[config.mk]
export PLATFORM = sky130hd
export DESIGN_NAME = gpio_ctrl
export DESIGN_NICKNAME = d
export VERILOG_FILES = /design/src/rtl/gpio_pkg.sv /design/src/rtl/gpio_sync.sv /design/src/rtl/gpio_ctrl.sv
export SDC_FILE = /design/constraint.sdc
export NUM_CORES = 1
export LEC_CHECK = 0
export BUFFER_PORTS_ARGS = -buffer_cell sky130_fd_sc_hd__buf_4
export CORE_ASPECT_RATIO = 2
export CORE_MARGIN = 5
export CORE_UTILIZATION = 58
export CTS_BUF_LIST = sky130_fd_sc_hd__clkbuf_16
export DETAILED_ROUTE_END_ITERATION = 10
export GPL_TIMING_DRIVEN = 0
export HOLD_SLACK_MARGIN = 0.06
export MAX_ROUTING_LAYER = met4
export PLACE_DENSITY = 0.84
export SYNTH_ARGS = -nofsm -noshare
export SYNTH_HDL_FRONTEND = slang
export SYNTH_HIERARCHICAL = 1
export SYNTH_SLANG_ARGS = --single-unit
[constraint.sdc]
create_clock -name clk -period 6.04 [get_ports clk]
set_input_delay 0.302 -clock clk [delete_from_list [all_inputs] [get_ports clk]]
set_output_delay 0.302 -clock clk [all_outputs]
set_load 0.1 [all_outputs]
[src/rtl/gpio_pkg.sv]
// Shared definitions for the GPIO controller: default sizing, register word
// indices and the bus FSM state type.
// Imported by gpio_ctrl and gpio_sync.
package gpio_pkg;

  localparam int N_GPIO_DEF      = 22;
  localparam int SYNC_STAGES_DEF = 2;

  localparam logic [3:0] IDX_OUT      = 4'd0;
  localparam logic [3:0] IDX_OE       = 4'd1;
  localparam logic [3:0] IDX_FN       = 4'd2;
  localparam logic [3:0] IDX_IN       = 4'd3;
  localparam logic [3:0] IDX_IRQ_EN   = 4'd4;
  localparam logic [3:0] IDX_IRQ_RISE = 4'd5;
  localparam logic [3:0] IDX_IRQ_FALL = 4'd6;
  localparam logic [3:0] IDX_IRQ_PEND = 4'd7;
  localparam logic [3:0] IDX_OUT_SET  = 4'd8;
  localparam logic [3:0] IDX_OUT_CLR  = 4'd9;
  localparam logic [3:0] IDX_OUT_TGL  = 4'd10;

  typedef enum logic {
    BUS_IDLE = 1'b0,
    BUS_ACK  = 1'b1
  } bus_state_e;

endpackage

[src/rtl/gpio_sync.sv]
// Purpose: per-bit STAGES-deep input synchronizer plus edge detector.
// Latency: sync valid STAGES edges after din changes; rise/fall are
//          combinational from sync and its one-cycle-delayed copy.
// Backpressure: none, free-running.
// Ports: clk, rst (async active-high), din (async pins),
//        sync (synchronized), rise/fall (one-cycle edge strobes).
module gpio_sync
  import gpio_pkg::*;
#(
  parameter int W      = N_GPIO_DEF,
  parameter int STAGES = SYNC_STAGES_DEF
) (
  input  logic         clk,
  input  logic         rst,
  input  logic [W-1:0] din,
  output logic [W-1:0] sync,
  output logic [W-1:0] rise,
  output logic [W-1:0] fall
);

  logic [W-1:0] chain_q [STAGES];
  logic [W-1:0] prev_q;

  always_ff @(posedge clk or posedge rst) begin
    if (rst) begin
      for (int i = 0; i < STAGES; i++) chain_q[i] <= '0;
      prev_q <= '0;
    end else begin
      chain_q[0] <= din;
      for (int i = 1; i < STAGES; i++) chain_q[i] <= chain_q[i-1];
      prev_q <= chain_q[STAGES-1];
    end
  end

  assign sync = chain_q[STAGES-1];
  assign rise = sync & ~prev_q;
  assign fall = ~sync & prev_q;

endmodule

[src/rtl/gpio_ctrl.sv]
// Purpose: register-mapped GPIO controller (out/oe/fn drive, synchronized
//          inputs, per-pin edge interrupts) in front of the IO mux.
// Latency: request at edge k, write lands at edge k, ack/rdata in cycle after k.
// Backpressure: requests arriving during the ack cycle are ignored.
// Ports: clk, rst; bus_req/we/addr/wdata -> bus_rdata/bus_ack;
//        gpio_o/gpio_oe/gpio_fn to mux; gpio_i from mux; irq level.
module gpio_ctrl
  import gpio_pkg::*;
#(
  parameter int N_GPIO      = N_GPIO_DEF,
  parameter int SYNC_STAGES = SYNC_STAGES_DEF
) (
  input  logic              clk,
  input  logic              rst,
  input  logic              bus_req,
  input  logic              bus_we,
  input  logic [3:0]        bus_addr,
  input  logic [31:0]       bus_wdata,
  output logic [31:0]       bus_rdata,
  output logic              bus_ack,
  output logic [N_GPIO-1:0] gpio_o,
  output logic [N_GPIO-1:0] gpio_oe,
  output logic [N_GPIO-1:0] gpio_fn,
  input  logic [N_GPIO-1:0] gpio_i,
  output logic              irq
);

  bus_state_e        state_q, state_d;
  logic [31:0]       rdata_q, rdata_d;
  logic [N_GPIO-1:0] out_q, out_d, oe_q, oe_d, fn_q, fn_d;
  logic [N_GPIO-1:0] en_q, en_d, rise_en_q, rise_en_d, fall_en_q, fall_en_d;
  logic [N_GPIO-1:0] pend_q, pend_d;
  logic [N_GPIO-1:0] in_sync, in_rise, in_fall, set_term, wdat, rd_sel;
  logic              acc, wr;

  gpio_sync #(.W(N_GPIO), .STAGES(SYNC_STAGES)) u_sync (
    .clk  (clk),
    .rst  (rst),
    .din  (gpio_i),
    .sync (in_sync),
    .rise (in_rise),
    .fall (in_fall)
  );

  // Bits above N_GPIO are write-ignored.
  if (N_GPIO < 32) begin : g_wpad
    logic unused_wdata_hi;
    assign unused_wdata_hi = ^bus_wdata[31:N_GPIO];
  end

  assign wdat     = bus_wdata[N_GPIO-1:0];
  assign acc      = (state_q == BUS_IDLE) && bus_req;
  assign wr       = acc && bus_we;
  // Edges latch regardless of IRQ_EN so software can poll masked pins.
  assign set_term = (in_rise & rise_en_q) | (in_fall & fall_en_q);

  always_comb begin
    state_d   = state_q;
    rdata_d   = '0;
    out_d     = out_q;
    oe_d      = oe_q;
    fn_d      = fn_q;
    en_d      = en_q;
    rise_en_d = rise_en_q;
    fall_en_d = fall_en_q;
    pend_d    = pend_q | set_term;
    rd_sel    = '0;

    unique case (bus_addr)
      IDX_OUT:      rd_sel = out_q;
      IDX_OE:       rd_sel = oe_q;
      IDX_FN:       rd_sel = fn_q;
      IDX_IN:       rd_sel = in_sync;
      IDX_IRQ_EN:   rd_sel = en_q;
      IDX_IRQ_RISE: rd_sel = rise_en_q;
      IDX_IRQ_FALL: rd_sel = fall_en_q;
      IDX_IRQ_PEND: rd_sel = pend_q;
      default:      rd_sel = '0;
    endcase

    if (wr) begin
      unique case (bus_addr)
        IDX_OUT:      out_d     = wdat;
        IDX_OE:       oe_d      = wdat;
        IDX_FN:       fn_d      = wdat;
        IDX_IRQ_EN:   en_d      = wdat;
        IDX_IRQ_RISE: rise_en_d = wdat;
        IDX_IRQ_FALL: fall_en_d = wdat;
        // A new edge in the same cycle as the clear keeps the bit set.
        IDX_IRQ_PEND: pend_d    = (pend_q & ~wdat) | set_term;
        IDX_OUT_SET:  out_d     = out_q | wdat;
        IDX_OUT_CLR:  out_d     = out_q & ~wdat;
        IDX_OUT_TGL:  out_d     = out_q ^ wdat;
        default:      ;
      endcase
    end

    unique case (state_q)
      BUS_IDLE: begin
        if (acc) begin
          state_d = BUS_ACK;
          if (!bus_we) rdata_d[N_GPIO-1:0] = rd_sel;
        end
      end
      BUS_ACK:  state_d = BUS_IDLE;
      default:  state_d = BUS_IDLE;
    endcase
  end

  always_ff @(posedge clk or posedge rst) begin
    if (rst) begin
      state_q   <= BUS_IDLE;
      rdata_q   <= '0;
      out_q     <= '0;
      oe_q      <= '0;
      fn_q      <= '0;
      en_q      <= '0;
      rise_en_q <= '0;
      fall_en_q <= '0;
      pend_q    <= '0;
    end else begin
      state_q   <= state_d;
      rdata_q   <= rdata_d;
      out_q     <= out_d;
      oe_q      <= oe_d;
      fn_q      <= fn_d;
      en_q      <= en_d;
      rise_en_q <= rise_en_d;
      fall_en_q <= fall_en_d;
      pend_q    <= pend_d;
    end
  end

  assign bus_ack   = (state_q == BUS_ACK);
  assign bus_rdata = rdata_q;
  assign gpio_o    = out_q;
  assign gpio_oe   = oe_q;
  assign gpio_fn   = fn_q;
  assign irq       = |(pend_q & en_q);

endmodule

Word-level counts from Yosys, hierarchy flattened
Index checks and enable logic that the tools add are counted.
{"block": "totals", "regBits": 243, "output_inout_bits": 100}
{"block": "op_classes", "n_eq_ne": 10, "muxes": 9, "n_reduce_logical": 11, "bitwise_logic": 16}
{"operator": "22-bit case mux with 8 select lines", "count": 1}
{"operator": "22-bit bitwise AND", "count": 7}
{"operator": "22-bit 2-to-1 mux", "count": 5}
{"operator": "22-bit OR", "count": 4}
{"operator": "22-bit case mux with 4 select lines", "count": 1}
{"operator": "22-bit NOT", "count": 3}
{"operator": "22-bit OR reduction", "count": 1}
{"operator": "22-bit bitwise XOR", "count": 1}
{"operator": "4-bit by 3-bit equality test with 1-bit output, second input constant", "count": 4}
{"operator": "4-bit equality test, second input constant", "count": 3}
{"operator": "2-bit AND reduction", "count": 6}
{"operator": "4-bit by 2-bit equality test with 1-bit output, second input constant", "count": 2}
{"operator": "4-bit by 1-bit equality test with 1-bit output, second input constant", "count": 1}
{"operator": "4-bit logical NOT", "count": 1}
{"operator": "4-bit nonzero test", "count": 1}
{"operator": "1-bit logical AND", "count": 2}
{"operator": "1-bit case mux with 2 select lines", "count": 1}
{"operator": "1-bit 2-to-1 mux", "count": 1}
{"operator": "1-bit NOT", "count": 1}

Depth between registers and ports, before layout
{"block": "logic_depth", "depth_word": 7, "mapped_depth": 7, "depth_no_buf": 6}

Cells and area by module
Netlist, hierarchy kept.
{"mod": "gpio_ctrl", "n_inst": 1, "area_each_um2": 9247.6, "cells_each": 800}
{"mod": "gpio_sync", "n_inst": 1, "area_each_um2": 2205.9, "cells_each": 133}

Worst setup path before layout
Ideal clock, no wire load.
{"block": "synth_timing", "path_kind": "reg-to-reg", "from": "register state_q (netlist: bus_ack)", "to": "register fn_q[0] (netlist: gpio_fn[0])", "period_less_slack_ps": 2296, "path_buffers": 2, "stages_incl_launch_ff": 6, "setup_ps": 128, "arrival_ps": 2168, "slack_ps": 3744, "path_cell_list": "dfrtp_1 > nand3b_1 > buf_2 > nor4_2 > buf_2 > mux2_1"}
{"block": "synth_via", "elab_chain_len": 4}
{"item": "from (decl)", "line": "gpio_ctrl.sv:28", "rtl": "bus_state_e state_q, state_d;"}
{"item": "from (signal assigned)", "line": "gpio_ctrl.sv:122", "rtl": "state_q <= state_d;"}
{"item": "1-bit NOT"}
{"item": "1-bit logical AND", "line": "gpio_ctrl.sv:52", "rtl": "assign acc = (state_q == BUS_IDLE) && bus_req;"}
{"item": "1-bit logical AND", "line": "gpio_ctrl.sv:53", "rtl": "assign wr = acc && bus_we;"}
{"item": "2-bit AND reduction (no source line)"}
{"item": "to (signal assigned)", "line": "gpio_ctrl.sv:126", "rtl": "fn_q <= fn_d;"}
{"item": "to (decl)", "line": "gpio_ctrl.sv:30", "rtl": "logic [N_GPIO-1:0] out_q, out_d, oe_q, oe_d, fn_q, fn_d;"}
No other way between the ends.
A chain may end at the register's enable or synchronous reset.

Worst setup path in the final report
{"block": "layout_timing", "from": "register en_q[14]", "to": "output irq"}
{"block": "layout_via", "elab_chain_len": 2}
{"item": "from (decl)", "line": "gpio_ctrl.sv:31", "rtl": "logic [N_GPIO-1:0] en_q, en_d, rise_en_q, rise_en_d, fall_en_q, fall_en_d;"}
{"item": "from (signal assigned)", "line": "gpio_ctrl.sv:127", "rtl": "en_q <= en_d;"}
{"item": "22-bit bitwise AND", "line": "gpio_ctrl.sv:139", "rtl": "assign irq = |(pend_q & en_q);"}
{"item": "22-bit OR reduction", "line": "gpio_ctrl.sv:139"}
{"item": "to (decl)", "line": "gpio_ctrl.sv:25", "rtl": "output logic irq"}
No other way between the ends.

==> results.ini <==
[floorplanning]
placementRows = 72
dieWidth_um = 109
fp.dieH_um = 209
start_util_pct = 59.1
ioPinCount = 162
fp.dieArea_sq_um = 22800
fp.coreArea_sq_um = 19400

[place]
numPortBuffers = 139
routabilityCongestion = 0.944
dp.cells = 1342
place_hpwl_mm = 23.8
dp_slack_ns = 3.63

[routing]
vias_per_cell = 6.23
drcViolationCount = 0
ant_nets = 0
drt_wl_total_mm = 33.5
drtIter0Drc = 771
num_vias = 8729
wl_per_cell_um = 23.9
dr.pass1.iters = 7

[global_routing]
gr-total-overflow = 0
grt_max_degree = 126
grt_pass1_wl_mm = 52.1
antenna_found_initial = 0
grt_pass1_vias = 9380
track_usage_pct = 30.7

[clock_network]
cts_made_buffers = 21
cts-root-buf = clkbuf_16
cts_tree = yes
cts_setup_buffers = 0
clk_latency_ns = 0.51
htreeDepth = 1
cts_max_path_buffers = 3
cts_resized = 0
cts.clk_slew.worst_paths_ns = 0.07
clock-sinks = 243

[cells_and_area]
final_cell_count_no_fill = 1402
fill_cells = 1386
drive_gt1_share_pct = 27.3
final_net_count = 1235
antenna_cells = 0
syn_to_final_growth_pct = 20.3
final_common_cell = dfrtp_1
layout_common_cells = 243 x dfrtp_1, 175 x buf_4, 91 x a22oi_1

[logic_synthesis]
synth_area_sq_um = 11500
ys_ff_latch = 243
synth_cell_type_count = 41
syn_inst = 933
yosysSeqAreaShare_pct = 53.1
syn_area_per_cell_sq_um = 12.3
ys.warnings.count = 6

[timing]
clock.fmax_mhz = 386
maxSlewViolCount = 0
skew_ns = 0.0135
worstMarginPinSlew_ns = 0.862
rsz0062_at_grt = no
slew_headroom_pct = 42.5
fin_crit_sh_pct = 42.9
hold_viol = 0
setup_slack_ns = 3.45
setup-tns-final_ns = 0
final-setup-viol-count = 0
layout_min_cycle_time_ns = 2.59

[setup_path]
critPathRequiredTime_ns = 5.74
startpoint = en_q[14]$_DFFE_PP0P_
path_max_fanout = 3
r2r-start = bus_ack$_DFF_PP0_
crit_path_end_kind = output port
start_kind = flip-flop
arrival_ns = 2.29
critPathKind = flip-flop to output port

[run_status]
status = finished, final reports clean

[hold_path]
hold_path.class = input port to flip-flop
hp-start = bus_req

[power_and_ir_drop]
ir_drop_mv = 0.274
p_sw_share_pct = 39.1
p_leak_nw = 6.46
pwr-share-comb_pct = 29.9
finalPower_mw = 4.79
power_frac_seq_pct = 43.5
cellPowerDensity_nw_per_um2 = 348
clkPwrFrac_pct = 26.6
internal_power_mw = 2.92
p_sw_mw = 1.87

[job]
maxCapViolations = 0

-- cells by family after synthesis --
| group | Yosys count | share of synthesized area, % |
|---|---|---|
| compound gates | 264 | 16.9 |
| fa+ha+maj | 44 | 4.81 |
| buf+inv | 134 | 5.99 |
| flops | 243 | 53.1 |
| mux | 110 | 10.8 |
| other cells | 1 | 0.0327 |
| simple gates | 137 | 8.39 |
-- stage by stage --
step | cell area [sq um] | hold WS [ns] | util, %
finish | 13800 | 0.0748 | 71.1
global placement | 12900 | 0.332 | 66.4
floorplan | 11500 | 0.331 | -
global route | 13800 | 0.0819 | 71.1
CTS | 13800 | 0.0677 | 71.1
detailed placement | 12900 | 0.269 | 66.7
-- cells in the mapped netlist --
cell type / n / area share (%)
a22oi_1: 91 / 6.0
mux2_1: 90 / 8.8
a21oi_2: 1 / 0.076
o21ai_0: 42 / 1.8
mux2_2: 20 / 2.0
o21ai_1: 10 / 0.44
and2_1: 1 / 0.055
or2_1: 1 / 0.055
o311ai_1: 2 / 0.15
a21boi_1: 20 / 1.3
a21boi_0: 2 / 0.13
a211oi_1: 2 / 0.13
nand3b_1: 1 / 0.066
buf_4: 36 / 2.4
buf_2: 26 / 1.1
a41oi_1: 22 / 1.7
a21oi_1: 10 / 0.44
inv_1: 46 / 1.5
and2b_1: 1 / 0.066
buf_6: 2 / 0.20
ha_1: 44 / 4.8
nor2b_1: 21 / 1.1
nor3_2: 7 / 0.61
o31ai_1: 12 / 0.79
nor4_4: 2 / 0.37
and2b_2: 44 / 3.4
buf_1: 1 / 0.033
nor2_1: 30 / 0.98
o311ai_0: 8 / 0.61
nor4_2: 2 / 0.22
nand2_1: 2 / 0.066
conb_1: 1 / 0.033
a221o_1: 22 / 1.9
clkbuf_1: 23 / 0.75
and4_1: 1 / 0.076
a221oi_1: 4 / 0.31
dfrtp_1: 243 / 53
a22o_1: 4 / 0.31
nand2b_1: 23 / 1.3
o21a_1: 12 / 0.79
nand4_1: 1 / 0.055
-- layer usage --
| layer | track usage (%) | share of wire [%] | vias up |
|---|---|---|---|
| met3 | 4.11 | 7.1 | 154 |
| met5 | - | 0 | - |
| met2 | 50.3 | 52 | 473 |
| li1 | - | - | 3746 |
| met4 | 17.6 | 6.1 | 0 |
| met1 | 35.7 | 35 | 4356 |
-- critical path, cell delays in order (launching register included) --
cell and delay (ns):
dfrtp_1 0.41, a22o_1 0.26, a221oi_1 0.42, and4_1 0.29
nand4_1 0.12, buf_4 0.26
-- registers in the layout, indices dropped and copies added (netlist names) --
register,cells
gpio_oe,22
bus_ack,1
u_sync/sync,22
gpio_o,22
gpio_fn,22
rise_en_q,22
en_q,22
bus_rdata,22
pend_q,22
u_sync/chain_q,22
fall_en_q,22
u_sync/prev_q,22
-- power by group through the flow --
stage	registers [mW]	logic (mW)	clock network, mW
global route	2.10	1.51	1.35
global placement	2.09	1.38	0
CTS	2.07	1.44	1.29
finish	2.08	1.43	1.27
floorplan	2.69	0.425	0
detailed placement	2.10	1.42	0
-- worst paths after layout --
check                                          endpoint  slack, ns  cells past startpoint
hold / removal                        bus_ack$_DFF_PP0_       0.07                      2
setup reg to reg                gpio_fn[17]$_DFFE_PP0P_       3.83                      5
hold reg to reg               u_sync/sync[16]$_DFF_PP0_       0.34                      0
min in group asynchronous  u_sync/chain_q[34]$_DFF_PP0_       0.30                      3
max in group asynchronous        gpio_fn[4]$_DFFE_PP0P_       4.65                      4
setup / recovery                                    irq       3.45                      5
-- final cells by class --
class	instances	area, sq um	share of cell area (%)
clock buffer	21	526	3.82
buffer	88	513	3.72
multi-input combinational	565	4720	34.3
sequential	243	6080	44.1
timing repair buffer	164	1330	9.65
inverter	46	183	1.33
clock inverter	16	97.6	0.709
tap	259	324	2.35
-- timing repair --
| item | CTS | global route |
|---|---|---|
| setup endpoints to repair | 0 | 0 |
| endpoints found under the hold margin | 140 | 0 |
| hold buffers | 23 | 0 |
Power figures use the tool's default switching activity.
